[config.mk]
export PLATFORM = sky130hd
export DESIGN_NAME = lilypad_lanes
export DESIGN_NICKNAME = d
export VERILOG_FILES = /design/src/rtl/lilypad_lanes.sv
export SDC_FILE = /design/constraint.sdc
export NUM_CORES = 1
export LEC_CHECK = 0
export ABC_CLOCK_PERIOD_IN_PS = 4500
export CORE_UTILIZATION = 55
export CTS_BUF_LIST = sky130_fd_sc_hd__clkbuf_2
export DETAILED_ROUTE_END_ITERATION = 8
export PLACE_DENSITY = 0.88
export SLEW_MARGIN = 20
export SYNTH_ARGS = -nofsm -noshare
export SYNTH_HDL_FRONTEND = slang
export SYNTH_SLANG_ARGS = --single-unit
export TNS_END_PERCENT = 1
[constraint.sdc]
create_clock -name frame_clk -period 4.5 [get_ports frame_clk]
set_input_delay 0.9 -clock frame_clk [delete_from_list [all_inputs] [get_ports frame_clk]]
set_output_delay 0.9 -clock frame_clk [all_outputs]
set_load 0.01 [all_outputs]
[src/rtl/lilypad_lanes.sv]
// Four independent lily-pad lanes for a frogger-style playfield: each lane
// steps its pad left or right by STEP pixels once every Speed frames, wrapping across X_MAX.
module lilypad_lanes #(
  parameter int STEP  = 40,
  parameter int X_MAX = 640,
  parameter int PAD_W = 80
) (
  input  logic        frame_clk,
  input  logic        Reset,
  input  logic        Restart,
  input  logic        Enable,
  input  logic [1:0]  Level,
  output logic [10:0] LPad_X [0:3],
  output logic [10:0] LPad_Width,
  output logic [5:0]  LPad_Speed [0:3],
  output logic [5:0]  LPad_Remainder_Count [3:0],
  output logic        LPad_Direction [0:3],
  output logic [3:0]  LPad_Step
);

  localparam logic [10:0] STEP_W  = 11'(STEP);
  localparam logic [10:0] X_MAX_W = 11'(X_MAX);

  function automatic logic [5:0] speed_lut(input logic [1:0] lvl, input int lane);
    logic [5:0] row [0:3];
    case (lvl)
      2'd0:    row = '{6'd30, 6'd20, 6'd40, 6'd25};
      2'd1:    row = '{6'd20, 6'd14, 6'd28, 6'd18};
      2'd2:    row = '{6'd12, 6'd9,  6'd16, 6'd10};
      default: row = '{6'd6,  6'd5,  6'd8,  6'd6};
    endcase
    return row[lane];
  endfunction

  function automatic logic [10:0] start_x(input int lane);
    logic [10:0] tbl [0:3];
    tbl = '{11'd80, 11'd320, 11'd200, 11'd440};
    return tbl[lane];
  endfunction

  function automatic logic [10:0] next_x(input logic [10:0] x, input logic right);
    logic [10:0] sum;
    if (right) begin
      sum = x + STEP_W;
      return (sum >= X_MAX_W) ? sum - X_MAX_W : sum;
    end
    return (x < STEP_W) ? x + X_MAX_W - STEP_W : x - STEP_W;
  endfunction

  assign LPad_Width = 11'(PAD_W);

  for (genvar l = 0; l < 4; l++) begin : g_lane
    localparam logic DIR = (l % 2) == 1;

    logic [10:0] x_q,   x_d;
    logic [5:0]  cnt_q, cnt_d;
    logic [5:0]  spd_q, spd_d;
    logic        step;

    // NOTE: every combinational output gets a default first so no path leaves it unassigned (no latch).
    always_comb begin
      step  = Enable && !Restart && (cnt_q == spd_q - 6'd1);
      x_d   = x_q;
      cnt_d = cnt_q;
      spd_d = spd_q;
      if (Restart) begin
        x_d   = start_x(l);
        cnt_d = '0;
        spd_d = speed_lut(Level, l);
      end else if (Enable) begin
        if (step) begin
          cnt_d = '0;
          x_d   = next_x(x_q, DIR);
          // Speed reloads only at a period boundary so a Level change never stretches the current period.
          spd_d = speed_lut(Level, l);
        end else begin
          cnt_d = cnt_q + 6'd1;
        end
      end
    end

    // NOTE: state registers use non-blocking assignments so all lanes sample the same pre-edge values.
    always_ff @(posedge frame_clk or negedge Reset) begin
      if (!Reset) begin
        x_q   <= start_x(l);
        cnt_q <= '0;
        spd_q <= speed_lut(2'd0, l);
      end else begin
        x_q   <= x_d;
        cnt_q <= cnt_d;
        spd_q <= spd_d;
      end
    end

    assign LPad_X[l]               = x_q;
    assign LPad_Speed[l]           = spd_q;
    assign LPad_Remainder_Count[l] = cnt_q;
    assign LPad_Direction[l]       = DIR;
    assign LPad_Step[l]            = step;
  end

endmodule

[Word level (Yosys, flattened, before mapping)]
Cells that the tools add are included.
Widths: inputs -> output; s select.
Word-level totals
  bits in registers: 92
  bits of input ports: 6
  output and inout bits: 111
Operators by class
  $add $sub $neg: 24
  $lt $le $gt $ge: 6
  eq/ne operators: 6
  mux-type cells: 51
  reductions and logical operators: 16
Operators with widths (number)
  $mux 11: 20
  $mux 6: 24
  $sub 11x6->11 const B: 8
  $pmux 23 s3: 1
  $add 11x10->11 const B: 4
  $lt 11x6->1 const B: 4
  $add 6x1->6 const B: 4
  $eq 6x6->1: 4
  $sub 6x1->6 const B: 4
  $add 11x6->11 const B: 2
  $ge 11x10->1 const B: 2
  $sub 11x10->11 const B: 2
  $reduce_bool 2->1: 5
  $reduce_and 2->1: 4
  $mux 1: 6
  $logic_and 1x1->1: 5
  $eq 2x1->1 const B: 1
  $eq 2x2->1 const B: 1
  $logic_not 2->1: 1
  $logic_not 1->1: 1

[Logic depth before layout (Yosys ltp)]
Gate-level depths: netlist of run 1.
  depth after elaboration: 10
  mapped depth: 8

[Worst setup path after synthesis of run 1]
Ideal clock, no wire load.
  kind: input to output
  start point: input Enable
  end point: output LPad_Step[3]
  arrival: 2.023 ns
  required time: 3.600 ns
  path slack: 1.577 ns
  stages: 6
  path buffers: 2
  path through: nor2b_1 -> and3_2 -> nand4_1 -> nor2_1 -> buf_2 -> buf_4
Between the ends
  longest elaborated chain between the ends: 2
RTL lines
  start, declared: line 11  | input logic Enable,
  $logic_and 1x1->1 (2 in a row): line 62  | step = Enable && !Restart && (cnt_q == spd_q - 6'd1);
  end, declared: line 18  | output logic [3:0] LPad_Step
Every way passes these cells.

[Worst setup path in the final report of run 1]
  start point: input Enable
  end point: output LPad_Step[1]
The elaborated chain is that of the path after synthesis.

==> run metrics, run 1 <==
Die Area=8900 µm²; final setup fails=0; Num CTS Buffers=9; Power Dens Cells=255 nW/µm²; DR vias=3801; Port Buffers=82; Total GRT Usage=0.250; first-pass GRT wire length=17200 µm; Top FF cell, synth=dfrtp_1; Root Driver=clkbuf_2; first-iteration detailed-routing DRC count=185; post-route DRC violation count=0; Setup TNS=0 ps; Mapped Cells=485; maximum vdd drop=146 µV; CP Class=input port to output pin; critical path data arrival time=3080 ps; HPWL after DPL=7520 µm; cts repair resizes=0; # hold bufs at CTS=0; FFs w/ async S/R, synth=1.00; final clock skew=32.1 ps; Pre-antenna DRT Iters=5; leakage=2.39 nW; post-synth top area share=0.272; Die Y=94.4 µm; final wirelength=10500 µm; Antenna Cells=0; slew margin rel.=0.608; RSZ-0062 raised after global routing=no; total of max-cap violations=0; Chip Width=94.4 µm; Max Buffers Root-to-Sink=2; commonest non-fill, non-tap cell in the layout=clkdlybuf4s50_1; post-layout min period=3980 ps; Clock Power Share=0.294; Sequential Power Share=0.515; Hold Path Class=input port to async pin; Post-layout nets=587; global placer's final weighted congestion=0.861; Logic pwr share=0.191; worst slew pin tran=582 ps; Antenna Violating Nets Remaining=0; fillcell total=672; crit path launch type=input port; GRT Residual Overflow=0; Critical Path RT=3600 ps; register area share after synthesis=0.395; Via density=5.65; post-route clock period utilization=0.885; CTS sink cnt=73; io pins=117; Yosys warning total=0; layout cells sized above 1=0.129; hold slack=324 ps; vias in the first global route=3541; count of final max-slew check failures=0; number of cell rows=33; Initial Util=0.571; number of synthesized flops with an enable pin=0; Synth Register Bits=73; WL/cell=15.5 µm; Net Switching=0.000423 W; # Post-CTS Setup Buffers=0; switching share of total power=0.297; Synth Area per Inst=9.67 µm²; maximum clock rate=251 MHz; CP Max Fanout=9; initial antenna violation count=0; Syn-to-layout area delta=19.0%; largest net degree at the start of global routing=48; Mapped Area=4690 µm²; biggest area consumer among synthesized cells=dfrtp_1; status=finished clean; final hold violation count=0; Cell Int Power=0.00100 W; largest cells by area after synthesis=dfrtp_1, dfstp_2, buf_4; CTS tree=built; Core ar.=8220 µm²; CTS H-Tree Depth=3; clock latency on the worst-skew pair=540 ps; crit path capture type=output pin; synth unique cells=64; highest-count cells in the layout ignoring fill and taps=clkdlybuf4s50_1, dfrtp_1, nor2_1; Clock transition at path regs=210 ps
## flip-flops by register name, indices dropped and copies added, names as in the netlist
signal        count
g_lane.cnt_q     24
g_lane.spd_q     17
g_lane.x_q       32
## cells by family after synthesis
| logic type | share of synthesized area |
|---|---|
| adders and majority gates | 0.0480 |
| xor gates and xnor gates | 0.0832 |
| AOI/OAI and AO/OA | 0.130 |
| and+or+nand+nor | 0.184 |
| muxes | 0.0667 |
| other | 0.00160 |
| DFF | 0.395 |
| buffers and inverters | 0.0915 |
## metal layers
metal  share of wire  global-route usage
met5               0                   0
met3           0.060              0.0548
met4           0.020              0.0923
met2            0.49               0.418
met1            0.43               0.318
## area by class of cell
cell class                      instances  area, µm²  area share
Multi-Input combinational cell        372       2530       0.453
Sequential cell                        73       1850       0.332
Timing Repair Buffer                   88        863       0.155
Tap cell                              105        131      0.0235
Clock inverter                          6       82.6      0.0148
Inverter                               19       71.3      0.0128
Clock buffer                           10       50.0     0.00897
## worst max-delay path: stages
cell and delay (ps):
clkdlybuf4s50_1 480, nor2b_1 330, and3_1 230, o211ai_2 200, nor2_2 340, clkdlybuf4s50_1 600
## synthesized netlist by cell type (3+ instances only)
master and count:
a21o_1 3, a21oi_1 27, a31oi_1 4, and2_1 5
and3_1 3, buf_2 4, buf_4 39, clkbuf_1 8
dfrtp_1 51, dfstp_2 22, ha_1 18, inv_1 19
mux2_2 10, mux2_4 4, mux2i_1 14, nand2_1 21
nand2b_1 17, nand3_1 7, nand3b_1 3, nand4_1 16
nor2_1 40, nor2b_1 7, nor3_1 14, o21ai_0 21
o31ai_1 5, or3_1 9, or4_1 5, xnor2_1 14
xor2_1 28
## power groups by stage
stage	sequential (W)	combinational (W)	clock, W
after floorplan	0.000747	0.000178	0
after global placement	0.000743	0.000262	0
after detailed placement	0.000743	0.000271	0
after CTS	0.000733	0.000273	0.000424
after global routing	0.000740	0.000299	0.000455
final	0.000734	0.000272	0.000419
## final timing paths
kind	startpoint	end	slack (ps)	cells after the start
setup reg to reg	g_lane[2].spd_q[3]$_DFFE_PN1P_	g_lane[2].spd_q[4]$_DFFE_PN0P_	2000	6
hold reg to reg	g_lane[3].x_q[3]$_DFFE_PN1P_	g_lane[3].x_q[3]$_DFFE_PN1P_	520	1
min in group frame_clk	g_lane[3].x_q[3]$_DFFE_PN1P_	g_lane[3].x_q[3]$_DFFE_PN1P_	520	1
hold / removal	Reset	g_lane[0].x_q[5]$_DFFE_PN0P_	320	1
setup / recovery	Enable	LPad_Step[1]	520	6
max in group asynchronous	Reset	g_lane[1].x_q[8]$_DFFE_PN1P_	3320	2
## through the flow
stage | total power (W) | instance area (µm²) | setup slack (ps) | std cells | util
after floorplan | 0.000925 | 4810 | 1580 | 517 | -
after global placement | 0.00100 | 5450 | 576 | 657 | 0.663
after detailed placement | 0.00101 | 5450 | 524 | 657 | 0.663
after CTS | 0.00143 | 5580 | 522 | 673 | 0.679
after global routing | 0.00149 | 5580 | 407 | 673 | 0.679
final | 0.00143 | 5580 | 519 | 673 | 0.679
Power figures use the tool's default switching activity.
==> run 2, diff against run 1 <==
Settings changed: RECOVER_POWER from default to 100, TNS_END_PERCENT 1 to 30.
==> run 2 against run 1 <==
The flow now finishes with violations (capacitance limit, slew limit); utilization fell by 0.73 points; critical path depth is the same; clock power is essentially flat; critical path type unchanged; largest power group unchanged.
==> run metrics, run 2 (synthesis gave the netlist of run 1 again) <==
status=finished with violations; failing checks=capacitance limit, slew limit; GRT Residual Overflow=0; Antenna Cells=0; Chip Width=94.4 µm; hold slack=530 ps; Setup TNS=0 ps; sequential standard cell area=1850 µm²; crit path launch type=input port; # Post-CTS Setup Buffers=0; WL/cell=15.6 µm; Reg2Reg Setup Slack=1720 ps; number of flip-flops in the largest register=32; area of the multi-input gates=2480 µm²; cts repair resizes=0; worst slew pin tran=2480 ps; Syn-to-layout area delta=17.7%; # hold bufs at CTS=0; Power Dens Cells=254 nW/µm²; CTS H-Tree Depth=3; final wirelength=10500 µm; final setup fails=0; io pins=117; crit path capture type=output pin; DR vias=3795; Clock transition at path regs=170 ps; Net Switching=0.000417 W; crit path buf inv count=2; maximum vdd drop=144 µV; RSZ-0062 raised after global routing=no; hold depth=1; switching share of total power=0.297; post-layout util=0.672; post-layout min period=4150 ps; Top Registers=g_lane.x_q (32), g_lane.cnt_q (24), g_lane.spd_q (17); Logic pwr share=0.182; count of final max-slew check failures=48; leakage=2.51 nW; Post-layout nets=587; CP Max Fanout=9; final clock skew=29.9 ps; maximum clock rate=241 MHz; Max Buffers Root-to-Sink=2; Largest Register=g_lane.x_q; Via density=5.64; Reg2Reg Depth=6; final hold violation count=0; total of max-cap violations=1; vias in the first global route=3541; fillcell total=686; first-iteration detailed-routing DRC count=194; Core ar.=8220 µm²; Port Buffers=82; Antenna Violating Nets Remaining=0; largest net degree at the start of global routing=48; CTS tree=built; Worst path max stage delay=600 ps; critical path depth in cells=6; global placer's final weighted congestion=0.861; Sequential Power Share=0.520; Hold Path Class=flip-flop to flip-flop; critical path data arrival time=3250 ps; filler-free cell count of the finished design=673; Cell Int Power=0.000985 W; slew margin rel.=-0.655; Die Y=94.4 µm; Crit-path slowest cell=clkdlybuf4s50_1; CTS sink cnt=73; CP Class=input port to output pin; post-route clock period utilization=0.922; first-pass GRT wire length=17200 µm; post-route DRC violation count=0; Num CTS Buffers=9; Die Area=8900 µm²; number of cell rows=33; Initial Util=0.571; Total GRT Usage=0.250; commonest non-fill, non-tap cell in the layout=dlygate4sd3_1; initial antenna violation count=0; highest-count cells in the layout ignoring fill and taps=dlygate4sd3_1, dfrtp_1, nor2_1; Cell Count Post-Placement=657; Critical Path RT=3600 ps; HPWL after DPL=7520 µm; layout cells sized above 1=0.0739; delay-heaviest family, CP=buffers and inverters; Root Driver=clkbuf_2; Pre-antenna DRT Iters=5; Clock Power Share=0.298; clock latency on the worst-skew pair=540 ps; CP cell instances=dlygate4sd3_1 > nor2b_1 > and3_1 > o211ai_1 > nor2_2 > clkdlybuf4s50_1
[run 2: cell count changes in the layout (fill, tap and decap cells not counted), moves of 2 or more]
cell / change
mux2_2: +2
dfstp_2: -21
buf_4: -4
clkbuf_1: +4
dfstp_1: +21
nor4b_1: +2
dlygate4sd3_1: +58
mux2_4: -2
clkdlybuf4s50_1: -58
[run 2: layout make-up]
type,count,area share
clock buffer,10,0.00906
timing repair buffer,88,0.154
clock inverter,6,0.0150
sequential,73,0.336
tap,105,0.0238
inverter,19,0.0129
multi-input combinational,372,0.450
[run 2: final timing paths]
| path | start | endpoint |
|---|---|---|
| min | g_lane[2].x_q[10]$_DFFE_PN0P_ | g_lane[2].x_q[10]$_DFFE_PN0P_ |
| min in group asynchronous | Reset | g_lane[0].x_q[5]$_DFFE_PN0P_ |
| min reg2reg | g_lane[2].x_q[10]$_DFFE_PN0P_ | g_lane[2].x_q[10]$_DFFE_PN0P_ |
| max | Enable | LPad_Step[1] |
| max reg2reg | g_lane[2].spd_q[3]$_DFFE_PN1P_ | g_lane[2].spd_q[4]$_DFFE_PN0P_ |
| max in group asynchronous | Reset | g_lane[1].spd_q[1]$_DFFE_PN0P_ |
[run 2: routing by layer]
layer  part of all wire  track usage
met3              0.060       0.0548
met5                  0            0
met1               0.42        0.318
met2               0.50        0.418
met4              0.019       0.0923
[run 2: through the flow]
| stage | setup slack, ps | power, W | area (µm²) |
|---|---|---|---|
| finish | 349 | 0.00140 | 5520 |
| global route | 211 | 0.00147 | 5520 |
| CTS | 522 | 0.00143 | 5580 |
| detailed placement | 524 | 0.00101 | 5450 |
| global placement | 576 | 0.00100 | 5450 |
| floorplan | 1580 | 0.000925 | 4810 |
[run 2: power by group through the flow]
stage / Sequential, W / Combinational [W] / Clock (W)
finish: 0.000729 / 0.000256 / 0.000418
global route: 0.000735 / 0.000283 / 0.000455
CTS: 0.000733 / 0.000273 / 0.000424
detailed placement: 0.000743 / 0.000271 / 0
global placement: 0.000743 / 0.000262 / 0
floorplan: 0.000747 / 0.000178 / 0
==> run 3, diff against run 2 <==
Settings changed: SLEW_MARGIN 20 to 25.
==> run 3 against run 2 <==
The run now ends clean; setup slack improved by 10 ps; final area is 0.23% lower; clock power is 12% lower; register-to-register slack got worse by 20 ps; combinational power barely moved; die area is the same; sequential share of layout area increased by 0.076 points; total power decreased by 3.5%; utilization shrank 0.15 points; flip-flop and latch count did not move; largest cell class unchanged; largest power group unchanged.
==> run metrics, run 3 (synthesis gave the netlist of run 1 again) <==
status=finished clean; delay-heaviest family, CP=buffers and inverters; CP Class=input port to output pin; Num CTS Buffers=9; maximum vdd drop=155 µV; io pins=117; Setup TNS=0 ps; first-pass GRT wire length=17500 µm; leakage=2.50 nW; crit path capture type=output pin; number of flip-flops in the largest register=32; final clock skew=43.3 ps; critical path data arrival time=3240 ps; Root Driver=clkbuf_2; # Post-CTS Setup Buffers=0; Max Used Layer=met4; final hold violation count=0; area of the multi-input gates=2480 µm²; setup slack at placement=528 ps; Initial Util=0.571; Via density=5.65; Max Buffers Root-to-Sink=2; Worst setup startpoint=Enable; Die Y=94.4 µm; commonest non-fill, non-tap cell in the layout=dlygate4sd3_1; met1 WL=4420 µm; count of final max-slew check failures=0; WL/cell=15.5 µm; global placer's final weighted congestion=0.861; DR vias=3811; Antenna Cells=0; largest net degree at the start of global routing=43; Port Buffers=82; crit path buf inv count=2; Crit-path slowest cell=clkdlybuf4s50_1; Largest Register=g_lane.x_q; Critical Path RT=3600 ps; Post-layout nets=589; CP Max Fanout=9; Pre-antenna DRT Iters=5; Antenna Violating Nets Remaining=0; CTS H-Tree Depth=3; layout cells sized above 1=0.0772; Core ar.=8220 µm²; first-iteration detailed-routing DRC count=165; final setup fails=0; total of max-cap violations=0; GRT Residual Overflow=0; met2 WL=5210 µm; Total GRT Usage=0.253; maximum clock rate=241 MHz; met3 wire len=646 µm; highest-count cells in the layout ignoring fill and taps=dlygate4sd3_1, dfrtp_1, nor2_1; # hold bufs at CTS=0; RSZ-0062 raised after global routing=no; CTS sink cnt=73; Die Area=8900 µm²; final wirelength=10500 µm; CP cell instances=dlygate4sd3_1 > nor2b_1 > and3_1 > o211ai_1 > nor2_2 > clkdlybuf4s50_1; post-route DRC violation count=0; HPWL after DPL=7740 µm; FF-to-FF Start=g_lane[2].spd_q[3]$_DFFE_PN1P_; Worst path max stage delay=590 ps; Syn-to-layout area delta=17.4%; fillcell total=674; number of cell rows=33; Power Dens Cells=246 nW/µm²; sequential standard cell area=1850 µm²; post-layout min period=4140 ps; cts repair resizes=0; clock latency on the worst-skew pair=530 ps; Clock transition at path regs=220 ps; crit path launch type=input port; slew margin rel.=0.314; Top Registers=g_lane.x_q (32), g_lane.cnt_q (24), g_lane.spd_q (17); Hold Path Class=input port to async pin; worst slew pin tran=1030 ps; vias in the first global route=3634; post-route clock period utilization=0.920; Chip Width=94.4 µm; CTS tree=built; Setup WS post-layout=359 ps; initial antenna violation count=0
[run 3: worst paths after layout]
| check | to | slack (ps) | cells past startpoint |
|---|---|---|---|
| setup / recovery | LPad_Step[1] | 360 | 6 |
| hold / removal | g_lane[0].cnt_q[3]$_DFFE_PN0N_ | 340 | 1 |
| setup reg to reg | g_lane[2].spd_q[4]$_DFFE_PN0P_ | 1700 | 6 |
| hold reg to reg | g_lane[2].x_q[10]$_DFFE_PN0P_ | 530 | 1 |
| max in group asynchronous | g_lane[1].x_q[5]$_DFFE_PN0P_ | 1360 | 4 |
| min in group frame_clk | g_lane[2].x_q[10]$_DFFE_PN0P_ | 530 | 1 |
[run 3: area by class of cell]
type	instances	area share
Clock buffer	11	0.00999
Clock inverter	5	0.0102
Inverter	19	0.0129
Multi-Input combinational cell	372	0.451
Sequential cell	73	0.337
Tap cell	105	0.0238
Timing Repair Buffer	90	0.156
[run 3: through the flow]
step	cell area [µm²]	power, W	std cells	util	hold WS, ps
finish	5510	0.00135	675	0.670	338
global route	5510	0.00143	675	0.670	340
CTS	5610	0.00139	675	0.683	206
detailed placement	5500	0.00102	659	0.670	494
global placement	5450	0.00100	657	0.663	491
floorplan	4810	0.000925	517	-	503
[run 3: per-layer routing]
metal  global-route usage  up-vias
li1                     -     1795
met1                0.319     1855
met2                0.432      139
met3               0.0507       22
met4               0.0885        0
met5                    0        -
[run 3: where the power goes]
part | switching (W) | internal, W
logic | 0.000142 | 0.000115
clock network | 0.000236 | 0.000133
registers | 0.0000403 | 0.000688
